$ cat config.mk
export PLATFORM = sky130hd
export DESIGN_NAME = noise_source_flat
export DESIGN_NICKNAME = d
export VERILOG_FILES = /design/src/rtl/noise_source_if.sv /design/src/rtl/noise_source.sv /design/src/flat_wrapper.sv
export SDC_FILE = /design/constraint.sdc
export NUM_CORES = 1
export LEC_CHECK = 0
export CORE_UTILIZATION = 30
export DETAILED_ROUTE_END_ITERATION = 8
export SYNTH_ARGS = -nofsm -noshare
export SYNTH_HDL_FRONTEND = slang
export SYNTH_SLANG_ARGS = --single-unit
$ cat constraint.sdc
create_clock -name clk -period 4.2 [get_ports clk]
set_input_delay 1.26 -clock clk [delete_from_list [all_inputs] [get_ports clk]]
set_output_delay 1.26 -clock clk [all_outputs]
set_load 0.02 [all_outputs]
$ cat src/rtl/noise_source_if.sv
// noise_source control/sample bundle.
// Master drives enable and seeding; slave returns samples.
interface noise_source_if #(
  parameter int NCH = 4
);
  logic           en;
  logic           seed_load;
  logic [31:0]    seed_in;
  logic [NCH-1:0] nois;
  logic           valid;

  modport master (
    output en, seed_load, seed_in,
    input  nois, valid
  );

  modport slave (
    input  en, seed_load, seed_in,
    output nois, valid
  );
endinterface

$ cat src/rtl/noise_source.sv
// Multi-channel Bernoulli noise source.
// Channel n is high with probability 1/2^n, from a 32-bit LFSR.
module noise_source #(
  parameter int          NCH  = 4,
  parameter int          STEP = 16,
  parameter logic [31:0] SEED = 32'hACE1_2468,
  parameter int          WARM = 8
) (
  input logic           clk,
  input logic           rst_n,
  noise_source_if.slave bus
);

  typedef enum logic {
    S_WARMUP,
    S_RUN
  } state_t;

  localparam int CW = (WARM > 0) ? $clog2(WARM + 1) : 1;
  localparam logic [CW:0] L_WARM = (CW + 1)'(WARM);

  if (NCH < 1 || STEP < 1 || STEP > 32 ||
      NCH * (NCH + 1) / 2 > STEP) begin : g_bad_cfg
    $error("noise_source: NCH/STEP out of range");
  end

  state_t          r_state;
  logic [CW-1:0]   r_cnt;
  logic [31:0]     r_lfsr;
  logic [NCH-1:0]  r_nois;
  logic            r_valid;

  state_t          w_state_nxt;
  logic [CW-1:0]   w_cnt_nxt;
  logic [CW:0]     w_cnt_inc;
  logic [31:0]     w_lfsr_nxt;
  logic [31:0]     w_step;
  logic [NCH-1:0]  w_map;
  logic [NCH-1:0]  w_nois_nxt;
  logic            w_valid_nxt;

  // Advance the LFSR STEP single-bit shifts in one clock.
  always_comb begin
    logic [31:0] v;
    v = r_lfsr;
    for (int i = 0; i < STEP; i++) begin
      v = {v[30:0], v[31] ^ v[21] ^ v[1] ^ v[0]};
    end
    w_step = v;
  end

  // Each channel ANDs its own disjoint run of n bits.
  for (genvar g = 0; g < NCH; g++) begin : g_map
    assign w_map[g] = &r_lfsr[g * (g + 1) / 2 +: g + 1];
  end

  assign w_cnt_inc = {1'b0, r_cnt} + 1'b1;

  // Next state: seed load beats enable; en low freezes everything.
  always_comb begin
    w_state_nxt = r_state;
    w_cnt_nxt   = r_cnt;
    w_lfsr_nxt  = r_lfsr;
    w_nois_nxt  = '0;
    w_valid_nxt = 1'b0;
    unique case (1'b1)
      bus.seed_load: begin
        w_lfsr_nxt  = (bus.seed_in == 32'd0) ? SEED
                                             : bus.seed_in;
        w_state_nxt = S_WARMUP;
        w_cnt_nxt   = '0;
      end
      (!bus.seed_load && bus.en &&
       r_state == S_RUN): begin
        w_lfsr_nxt  = w_step;
        w_nois_nxt  = w_map;
        w_valid_nxt = 1'b1;
      end
      (!bus.seed_load && bus.en &&
       r_state == S_WARMUP): begin
        w_lfsr_nxt = w_step;
        w_cnt_nxt  = w_cnt_inc[CW-1:0];
        if (w_cnt_inc >= L_WARM) begin
          w_state_nxt = S_RUN;
        end
      end
      default: ;
    endcase
  end

  // State, LFSR and registered outputs.
  always_ff @(posedge clk or negedge rst_n) begin
    if (!rst_n) begin
      r_state <= S_WARMUP;
      r_cnt   <= '0;
      r_lfsr  <= SEED;
      r_nois  <= '0;
      r_valid <= 1'b0;
    end else begin
      r_state <= w_state_nxt;
      r_cnt   <= w_cnt_nxt;
      r_lfsr  <= w_lfsr_nxt;
      r_nois  <= w_nois_nxt;
      r_valid <= w_valid_nxt;
    end
  end

  assign bus.nois  = r_nois;
  assign bus.valid = r_valid;

endmodule

$ cat src/flat_wrapper.sv
// flat-port wrapper written by rule: the top's interface ports become plain ports
module noise_source_flat 
#(
  parameter int          NCH  = 4,
  parameter int          STEP = 16,
  parameter logic [31:0] SEED = 32'hACE1_2468,
  parameter int          WARM = 8
)
  (clk, rst_n, bus_en, bus_seed_load, bus_seed_in, bus_nois, bus_valid);
  noise_source_if #(.NCH(NCH)) bus_i ();
  input logic clk;
  input logic rst_n;
  input wire logic [$bits(bus_i.en)-1:0] bus_en;
  input wire logic [$bits(bus_i.seed_load)-1:0] bus_seed_load;
  input wire logic [$bits(bus_i.seed_in)-1:0] bus_seed_in;
  output wire logic [$bits(bus_i.nois)-1:0] bus_nois;
  output wire logic [$bits(bus_i.valid)-1:0] bus_valid;
  assign bus_i.en = bus_en;
  assign bus_i.seed_load = bus_seed_load;
  assign bus_i.seed_in = bus_seed_in;
  assign bus_nois = bus_i.nois;
  assign bus_valid = bus_i.valid;
  noise_source #(.NCH(NCH), .STEP(STEP), .SEED(SEED), .WARM(WARM)) u_core (.clk(clk), .rst_n(rst_n), .bus(bus_i));
endmodule
==> flow_metrics.tcl, run 1 <==
set metrics [dict create \
    syn_area_mm2 0.00252 \
    min_period_over_period 0.693 \
    drive_gt1_frac 0.153 \
    crit_arrival_ps 3100 \
    timing.rr.end "u_core.r_lfsr[0]$_DFFE_PN0P_" \
    post-cts-setup-buffers 0 \
    nets 312 \
    synth_edf_count 0 \
    synth_ff_type "dfrtp_1" \
    place_congestion 0.828 \
    clk_path_buf_depth 2 \
    relSlewSlack 0.361 \
    skew_ps 5.30 \
    yosys_register_bits 42 \
    fmax_mhz 343 \
    overflow 0 \
    whs_ps 534 \
    wl_met2_um 2890 \
    hold_depth 2 \
    cp-end-kind "flop" \
    crit_type "flop to flop" \
    grt_pass1_vias 1866 \
    crit_start "u_core.r_lfsr[0]$_DFFE_PN0P_" \
    cap_violations 0 \
    outcome "finished, final reports clean" \
    syn_nets 274 \
    slew_viol_final 0 \
    rrSetupSlack_ps 1290 \
    clk_pin_slew_ps 80 \
    top_layer "met4" \
    crit_path_max_incr_delay_ps 540 \
    cts_root_buf "clkbuf_8" \
    drc_errors 0 \
    grt_max_degree 43 \
    wl_met1_um 3000 \
    finalHoldViolations 0 \
    coreArea_mm2 0.00818 \
    antenna_found_initial 0 \
    cts_tree "done" \
    synth_top_cell_area_share 0.288 \
    clkSinkCount 42 \
    grt_pass1_wl_um 10200 \
    grt_usage 0.158 \
    path_cells "xnor3_2 -> xnor3_2 -> xnor3_2 -> xor3_2 -> mux2i_1 -> a221o_2" \
    io_buffers 40 \
    yosys_warnings 0 \
    leakagePower_nw 1.31 \
    die_y_um 93.7 \
    synth_area_per_cell_um2 10.7 \
    ys_types 32 \
    path_common_cell "xnor3_2" \
    die_w_um 93.7 \
    num_vias 1915 \
    wl_per_cell_um 17.0 \
    diodes 0 \
    clk_latency_ps 300 \
    io_pins 41 \
    synth_area_leaders "dfrtp_1 (29%), dfstp_2 (14%), xnor2_1 (9.4%)" \
    cp.required_ps 4390 \
    initial_core_util 0.309 \
    r2r-start "u_core.r_lfsr[0]$_DFFE_PN0P_" \
    cp_max_fo 5 \
    holdBufCountCts 0 \
    hold_path_end "u_core.bus.nois[2]$_DFF_PN0_" \
    via_per_inst 5.04 \
    rows 33 \
    dp_hpwl_um 4760 \
    peakVddDrop_mv 0.407 \
    dr.pass1.iters 4 \
    worst_slew_pin_slew_ps 959 \
    ys_async_sr_fraction 1.00 \
    die-area_mm2 0.00878 \
    area_growth_syn_to_layout_pct 24.2 \
    worst_slack_ps 1290 \
    fillers 831 \
    cts_htree_levels 2 \
    min_from "u_core.r_lfsr[5]$_DFFE_PN1P_" \
    setup_viol 0 \
    dpl_worst_slack_ps 1210 \
    wl_um 6450 \
    crit_slowest_cell "xnor3_2" \
    cts_buffers 5 \
    synth_top_area_cell "dfrtp_1" \
    grt_setup_unrepaired "no" \
    start_kind "flop" \
    first_iter_violations 112 \
    hp-class "flop to flop" \
    synth_seq_area_share 0.423 \
    syn_inst 236 \
    power_density_mw_per_mm2 912 \
    min_period_ps 2910 \
    postRouteAntennaNets 0 \
    met3_length_um 447 \
    reg2regPathDepth 6 \
    final.setup.tns_ps 0 \
    ctsResizeCount 0 \
]
[cells in the mapped netlist, types with 2 or more instances]
library cell and n:
ha_1 2, o22a_1 11, nor4_1 8, xnor3_1 4
mux2i_1 13, buf_1 2, nand4_1 3, dfrtp_1 29
mux2_2 9, nand2_1 23, nor2_1 18, xnor2_1 27
nor2b_1 2, xor2_1 9, xnor3_2 4, dfstp_2 13
nand3_1 2, clkbuf_1 10, o21ai_0 19, inv_1 3
a21oi_1 14
[per-stage QoR]
stage / std cells / area [um^2] / total power [mW] / util
3_5_place_dp: 372 / 3020 / 2.53 / 0.370
5_1_grt: 380 / 3130 / 3.05 / 0.383
4_1_cts: 380 / 3130 / 2.86 / 0.383
6_report: 380 / 3130 / 2.86 / 0.383
2_1_floorplan: 236 / 2520 / 2.23 / -
3_3_place_gp: 372 / 3020 / 2.52 / 0.370
[cell usage in the layout, fill, tap and decap left out, types with 2 or more instances in the layout]
cell             synthesis  layout
clkdlybuf4s50_1          0      38
dfrtp_1                 29      29
xnor2_1                 27      27
nand2_1                 23      23
o21ai_0                 19      19
nor2_1                  18      18
a21oi_1                 14      14
mux2i_1                 13      13
dfstp_2                 13      13
o22a_1                  11      11
mux2_2                   9       9
xor2_1                   9       9
nor4_1                   8       8
clkbuf_8                 0       5
xnor3_2                  4       4
xnor3_1                  4       4
inv_1                    3       3
nand4_1                  3       3
buf_4                    0       3
nand3_1                  2       2
nor2b_1                  2       2
ha_1                     2       2
buf_2                    0       2
[worst max path at each step]
stage	end	slack, ps	cells past startpoint
6_report	u_core.r_lfsr[0]$_DFFE_PN0P_	1290	6
5_1_grt	u_core.r_lfsr[0]$_DFFE_PN0P_	1230	6
4_1_cts	u_core.r_lfsr[0]$_DFFE_PN0P_	1290	6
3_5_place_dp	u_core.r_lfsr[3]$_DFFE_PN1P_	1210	7
3_3_place_gp	u_core.r_lfsr[3]$_DFFE_PN1P_	1220	7
2_1_floorplan	u_core.r_lfsr[0]$_DFFE_PN0P_	1470	6
[worst max-delay path, delay by kind of cell, from the launching register on]
| kind | cells | cell delay (ps) |
|---|---|---|
| AO/OA/AOI/OAI | 1 | 300 |
| XOR/XNOR | 4 | 1910 |
| flip-flops | 1 | 460 |
| multiplexers | 1 | 130 |
[cell type report]
| class | count | area [um^2] | share of cell area |
|---|---|---|---|
| Clock buffer | 6 | 72.6 | 0.0232 |
| Tap cell | 105 | 131 | 0.0419 |
| Timing Repair Buffer | 43 | 413 | 0.132 |
| Multi-Input combinational cell | 179 | 1400 | 0.447 |
| Sequential cell | 42 | 1070 | 0.341 |
| Inverter | 3 | 11.3 | 0.00360 |
| Clock inverter | 2 | 37.5 | 0.0120 |
[logic make-up (layout without fill, tap and decap cells)]
logic type                 Yosys count  after routing  synth area share
adders and majority gates            2              2           0.00992
buffers and inverters               15             54            0.0223
xor gates and xnor gates            47             47             0.229
AOI/OAI and AO/OA                   46             46             0.112
muxes                               22             22            0.0918
and+or+nand+nor                     62             62             0.113
DFF                                 42             42             0.423
[power breakdown]
group / leakage, nW / switching, mW / internal, mW
combinational: 0.757 / 0.741 / 1.13
clock: 0.0514 / 0.147 / 0.178
sequential: 0.503 / 0.127 / 0.537
[sequential cells by signal (all words and copies together) (netlist names)]
register / flops
u_core.r_state: 1
u_core.bus.nois: 4
u_core.bus.valid: 1
u_core.r_cnt: 4
u_core.r_lfsr: 32
[metal layers]
metal | vias to the layer above | track usage
li1 | 900 | -
met1 | 941 | 0.225
met2 | 65 | 0.231
met3 | 9 | 0.0396
met4 | 0 | 0.0577
met5 | - | 0
(Power assumes the default switching activity.)
==> run 2: changes to the inputs <==
clock period = 2.9 ns   (was 4.2 ns; I/O delays follow)
==> run 2 against run 1 <==
Clock power rose by 23%. Via count fell by 0.52%. Sequential share of layout area fell by 0.97 points. Die area did not move. Clock skew rose by 1.9 ps. Final cell count rose by 3.4%. Largest cell class unchanged.
==> flow_metrics.tcl, run 2 (synthesis results as in run 1) <==
set metrics [dict create \
    outcome "finished, final reports clean" \
    holdBufCountCts 0 \
    final_common_cell "clkdlybuf4s50_1" \
    coreArea_mm2 0.00818 \
    min_from "u_core.r_lfsr[5]$_DFFE_PN1P_" \
    place_area_mm2 0.00313 \
    fillers 830 \
    clk_latency_ps 300 \
    worst_slew_pin_slew_ps 812 \
    cap_violations 0 \
    grt_pass1_vias 1970 \
    cts_root_buf "clkbuf_8" \
    fmax_mhz 363 \
    setup_viol 0 \
    grt_pass1_wl_um 10700 \
    leakagePower_nw 1.38 \
    grt_max_degree 36 \
    num_vias 1905 \
    cp-end-kind "flop" \
    regMostFlops "u_core.r_lfsr" \
    io_buffers 40 \
    diodes 0 \
    clk_path_buf_depth 2 \
    relSlewSlack 0.459 \
    drive_gt1_frac 0.191 \
    finalHoldViolations 0 \
    antenna_found_initial 0 \
    clkSinkCount 42 \
    place_congestion 0.868 \
    min_period_ps 2750 \
    wl_um 6610 \
    crit_type "flop to flop" \
    postRouteAntennaNets 0 \
    mostFrequentLayoutCells "clkdlybuf4s50_1 (38), dfrtp_1 (29), xnor2_1 (27), nand2_1 (23), o21ai_0 (19)" \
    start_kind "flop" \
    die_y_um 93.7 \
    post-cts-setup-buffers 0 \
    cts_buffers 5 \
    initial_core_util 0.309 \
    fin_util 0.394 \
    grt_usage 0.166 \
    r2r-start "u_core.r_lfsr[29]$_DFFE_PN1P_" \
    largest_register_ffs 32 \
    final_cell_area_mm2 0.00322 \
    grt_setup_unrepaired "no" \
    io_pins 41 \
    cts_tree "done" \
    clk_pin_slew_ps 80 \
    nets 325 \
    power_density_mw_per_mm2 1300 \
    die-area_mm2 0.00878 \
    crit_start "u_core.r_lfsr[29]$_DFFE_PN1P_" \
    drc_errors 0 \
    fin_cells 393 \
    via_per_inst 4.85 \
    final.setup.tns_ps 0 \
    slew_viol_final 0 \
    cp_max_fo 4 \
    seq_area_mm2 0.00107 \
    dp_hpwl_um 5120 \
    hp-class "flop to flop" \
    p_total_mw 4.19 \
    peakVddDrop_mv 0.630 \
    crit_arrival_ps 2950 \
    first_iter_violations 116 \
    rows 33 \
    dr.pass1.iters 4 \
    cp.required_ps 3090 \
    area_growth_syn_to_layout_pct 27.8 \
    skew_ps 7.25 \
    overflow 0 \
    min_period_over_period 0.950 \
    die_w_um 93.7 \
    cts_htree_levels 2 \
    wl_per_cell_um 16.8 \
    multiInputGateArea_mm2 0.00140 \
    ctsResizeCount 0 \
    dp.cells 385 \
]
## run 2: cell types whose count changed in the layout (fill, tap and decap cells not counted), sizes merged
cell / previous run / this run
clkinv: 0 / 1
buf: 5 / 18
clkinvlp: 1 / 0
clkbuf: 6 / 7
bufinv: 1 / 0
## run 2: worst paths after layout
kind | end | slack (ps) | depth (start not counted)
worst max-delay path | u_core.r_lfsr[0]$_DFFE_PN0P_ | 150 | 6
worst min-delay path | u_core.bus.nois[2]$_DFF_PN0_ | 540 | 2
worst max register to register | u_core.r_lfsr[0]$_DFFE_PN0P_ | 150 | 6
worst min register to register | u_core.bus.nois[2]$_DFF_PN0_ | 540 | 2
max in group asynchronous | u_core.r_lfsr[21]$_DFFE_PN1P_ | 1550 | 2
min in group asynchronous | u_core.bus.nois[3]$_DFF_PN0_ | 650 | 1
## run 2: through the flow
stage,worst slack [ps],hold slack [ps]
6_report,146,535
5_1_grt,66.5,548
4_1_cts,137,541
3_5_place_dp,143,530
3_3_place_gp,192,521
2_1_floorplan,172,476
## run 2: final cells by class
type                            count  area share
Inverter                            3     0.00349
Multi-Input combinational cell    179       0.434
Clock inverter                      1     0.00155
Tap cell                          105      0.0408
Sequential cell                    42       0.331
Timing Repair Buffer               56       0.162
Clock buffer                        7      0.0268
## run 2: where the power goes
group | internal (mW) | leakage [nW] | switching, mW | total [mW]
sequential | 0.778 | 0.503 | 0.174 | 0.952
combinational | 1.69 | 0.826 | 1.16 | 2.84
clock | 0.192 | 0.0482 | 0.206 | 0.398
total | 2.66 | 1.38 | 1.54 | 4.19
## run 2: layer usage
| metal | wire length (um) | GRT usage |
|---|---|---|
| met4 | 133 | 0.0615 |
| met2 | 2910 | 0.245 |
| met3 | 325 | 0.0299 |
| met5 | 0 | 0 |
| met1 | 3240 | 0.241 |
## run 2: worst max-delay path: stages, from the launching register on
cell and delay (ps):
dfstp_2 550, xnor3_2 330, xnor3_2 440, xnor3_2 490, xor3_2 420, mux2i_1 130, a221o_2 290
==> run 3: changes to the inputs <==
CORE_MARGIN = 3   (was unset)
TNS_END_PERCENT = 1   (was unset)
==> run 3 against run 2 <==
Global-route usage fell by 1.9 points. Via count rose by 0.84%. Clock skew rose by 0.51 ps. Utilization rose by 0.68 points. Combinational power fell by 2%. Die area rose by 8.7%. Sequential power rose by 1%.
==> flow_metrics.tcl, run 3 (synthesis results as in run 1) <==
set metrics [dict create \
    regMostFlops "u_core.r_lfsr" \
    final_common_cell "clkdlybuf4s50_1" \
    diodes 0 \
    fillers 802 \
    clk_path_buf_depth 2 \
    min_period_ps 2770 \
    antenna_found_initial 0 \
    overflow 0 \
    first_iter_violations 123 \
    crit_start "u_core.r_lfsr[1]$_DFFE_PN0P_" \
    crit_slowest_cell "xnor3_2" \
    peakVddDrop_mv 0.621 \
    dr.pass1.iters 4 \
    dp.cells 378 \
    io_pins 41 \
    min_period_over_period 0.955 \
    cts_buffers 5 \
    clkPwrFrac 0.098 \
    path_delay_family "XOR/XNOR gates" \
    postRouteAntennaNets 0 \
    worst_slew_pin_slew_ps 869 \
    seq_area_mm2 0.00107 \
    grt_usage 0.147 \
    final.setup.tns_ps 0 \
    grt_setup_unrepaired "no" \
    num_vias 1921 \
    clk_latency_ps 310 \
    die-area_mm2 0.00954 \
    area_growth_syn_to_layout_pct 26.0 \
    fmax_mhz 361 \
    initial_core_util 0.318 \
    coreArea_mm2 0.00793 \
    outcome "finished, final reports clean" \
    leakagePower_nw 1.35 \
    die_y_um 97.7 \
    ctsResizeCount 0 \
    skew_ps 7.76 \
    p_sw_mw 1.53 \
    cp-end-kind "flop" \
    rows 32 \
    p_comb_frac 0.670 \
    cts_tree "done" \
    setup_viol 0 \
    drc_errors 0 \
    timing.critical_path.to "u_core.r_lfsr[0]$_DFFE_PN0P_" \
    largest_register_ffs 32 \
    cp_max_fo 5 \
    clkSinkCount 42 \
    cp_num_buf_inv 0 \
    power_frac_seq 0.232 \
    reg2regPathDepth 6 \
    start_kind "flop" \
    die_w_um 97.7 \
    multiInputGateArea_mm2 0.00140 \
    cp.depth 6 \
    clk_pin_slew_ps 90 \
    crit_arrival_ps 2960 \
    timing.rr.end "u_core.r_lfsr[0]$_DFFE_PN0P_" \
    holdBufCountCts 0 \
    post-cts-setup-buffers 0 \
    grt_pass1_vias 1967 \
    grt_pass1_wl_um 10900 \
    hp-class "flop to flop" \
    cap_violations 0 \
    fin_cells 386 \
    io_buffers 40 \
    crit_type "flop to flop" \
    mostFrequentLayoutCells "clkdlybuf4s50_1 (38), dfrtp_1 (29), xnor2_1 (27), nand2_1 (23), o21ai_0 (19)" \
    fin_util 0.401 \
    rrSetupSlack_ps 130 \
    p_int_mw 2.64 \
    wl_um 6760 \
    r2r-start "u_core.r_lfsr[1]$_DFFE_PN0P_" \
    power_density_mw_per_mm2 1310 \
    crit_path_max_incr_delay_ps 540 \
    cts_root_buf "clkbuf_8" \
    slew_viol_final 0 \
    dp_hpwl_um 5140 \
    grt_max_degree 42 \
    cp.required_ps 3090 \
    swShare 0.367 \
    finalHoldViolations 0 \
    relSlewSlack 0.421 \
    via_per_inst 4.98 \
    nets 321 \
    path_cells "xnor3_2 -> xnor2_4 -> xor3_1 -> xor3_2 -> mux2i_1 -> a221o_2" \
    wl_per_cell_um 17.5 \
    cts_htree_levels 2 \
    drive_gt1_frac 0.183 \
    place_congestion 0.929 \
]
## run 3: changes by cell type in the layout (fill, tap and decap cells not counted), sizes merged
cell      before  now
buf           18   14
clkinvlp       0    1
clkbuf         7    5
inv            3    4
## run 3: per-stage QoR
step | area [um^2] | worst slack [ps] | power [mW] | hold slack, ps
floorplan | 2520 | 172 | 3.23 | 476
global placement | 3090 | 193 | 3.76 | 525
detailed placement | 3090 | 138 | 3.77 | 519
CTS | 3180 | 126 | 4.18 | 528
global route | 3180 | 60.8 | 4.44 | 536
finish | 3180 | 131 | 4.17 | 532
## run 3: layout make-up
class	instances	area share
clock buffer	5	0.0216
timing repair buffer	52	0.151
sequential	42	0.336
multi-input combinational	179	0.440
clock inverter	3	0.00787
tap	102	0.0401
inverter	3	0.00354
## run 3: worst min path at each step
stage               slack, ps  cells past startpoint                            to                          from
floorplan                 480                      2  u_core.bus.nois[2]$_DFF_PN0_  u_core.r_lfsr[5]$_DFFE_PN1P_
global placement          530                      2   u_core.r_cnt[2]$_DFFE_PN0P_   u_core.r_cnt[2]$_DFFE_PN0P_
detailed placement        520                      2  u_core.bus.nois[2]$_DFF_PN0_  u_core.r_lfsr[5]$_DFFE_PN1P_
CTS                       530                      2  u_core.bus.nois[2]$_DFF_PN0_  u_core.r_lfsr[5]$_DFFE_PN1P_
global route              540                      2  u_core.bus.nois[2]$_DFF_PN0_  u_core.r_lfsr[5]$_DFFE_PN1P_
finish                    530                      2  u_core.bus.nois[2]$_DFF_PN0_  u_core.r_lfsr[5]$_DFFE_PN1P_
## run 3: power by group through the flow
| stage | clock network [mW] | registers (mW) | logic (mW) |
|---|---|---|---|
| floorplan | 0 | 0.891 | 2.34 |
| global placement | 0 | 0.966 | 2.79 |
| detailed placement | 0 | 0.966 | 2.80 |
| CTS | 0.417 | 0.956 | 2.81 |
| global route | 0.440 | 0.977 | 3.02 |
| finish | 0.409 | 0.966 | 2.79 |
## run 3: metal layers
metal | vias to the layer above | global-route usage | routed length, um
li1 | 916 | - | -
met1 | 941 | 0.207 | 3210
met2 | 55 | 0.227 | 3110
met3 | 9 | 0.0316 | 333
met4 | 0 | 0.0458 | 106
met5 | - | 0 | 0
## run 3: tightest hold or removal path, cell delays in order (launching register included)
cell and delay (ps):
dfstp_2 400, nand3_1 70, nor2_1 40
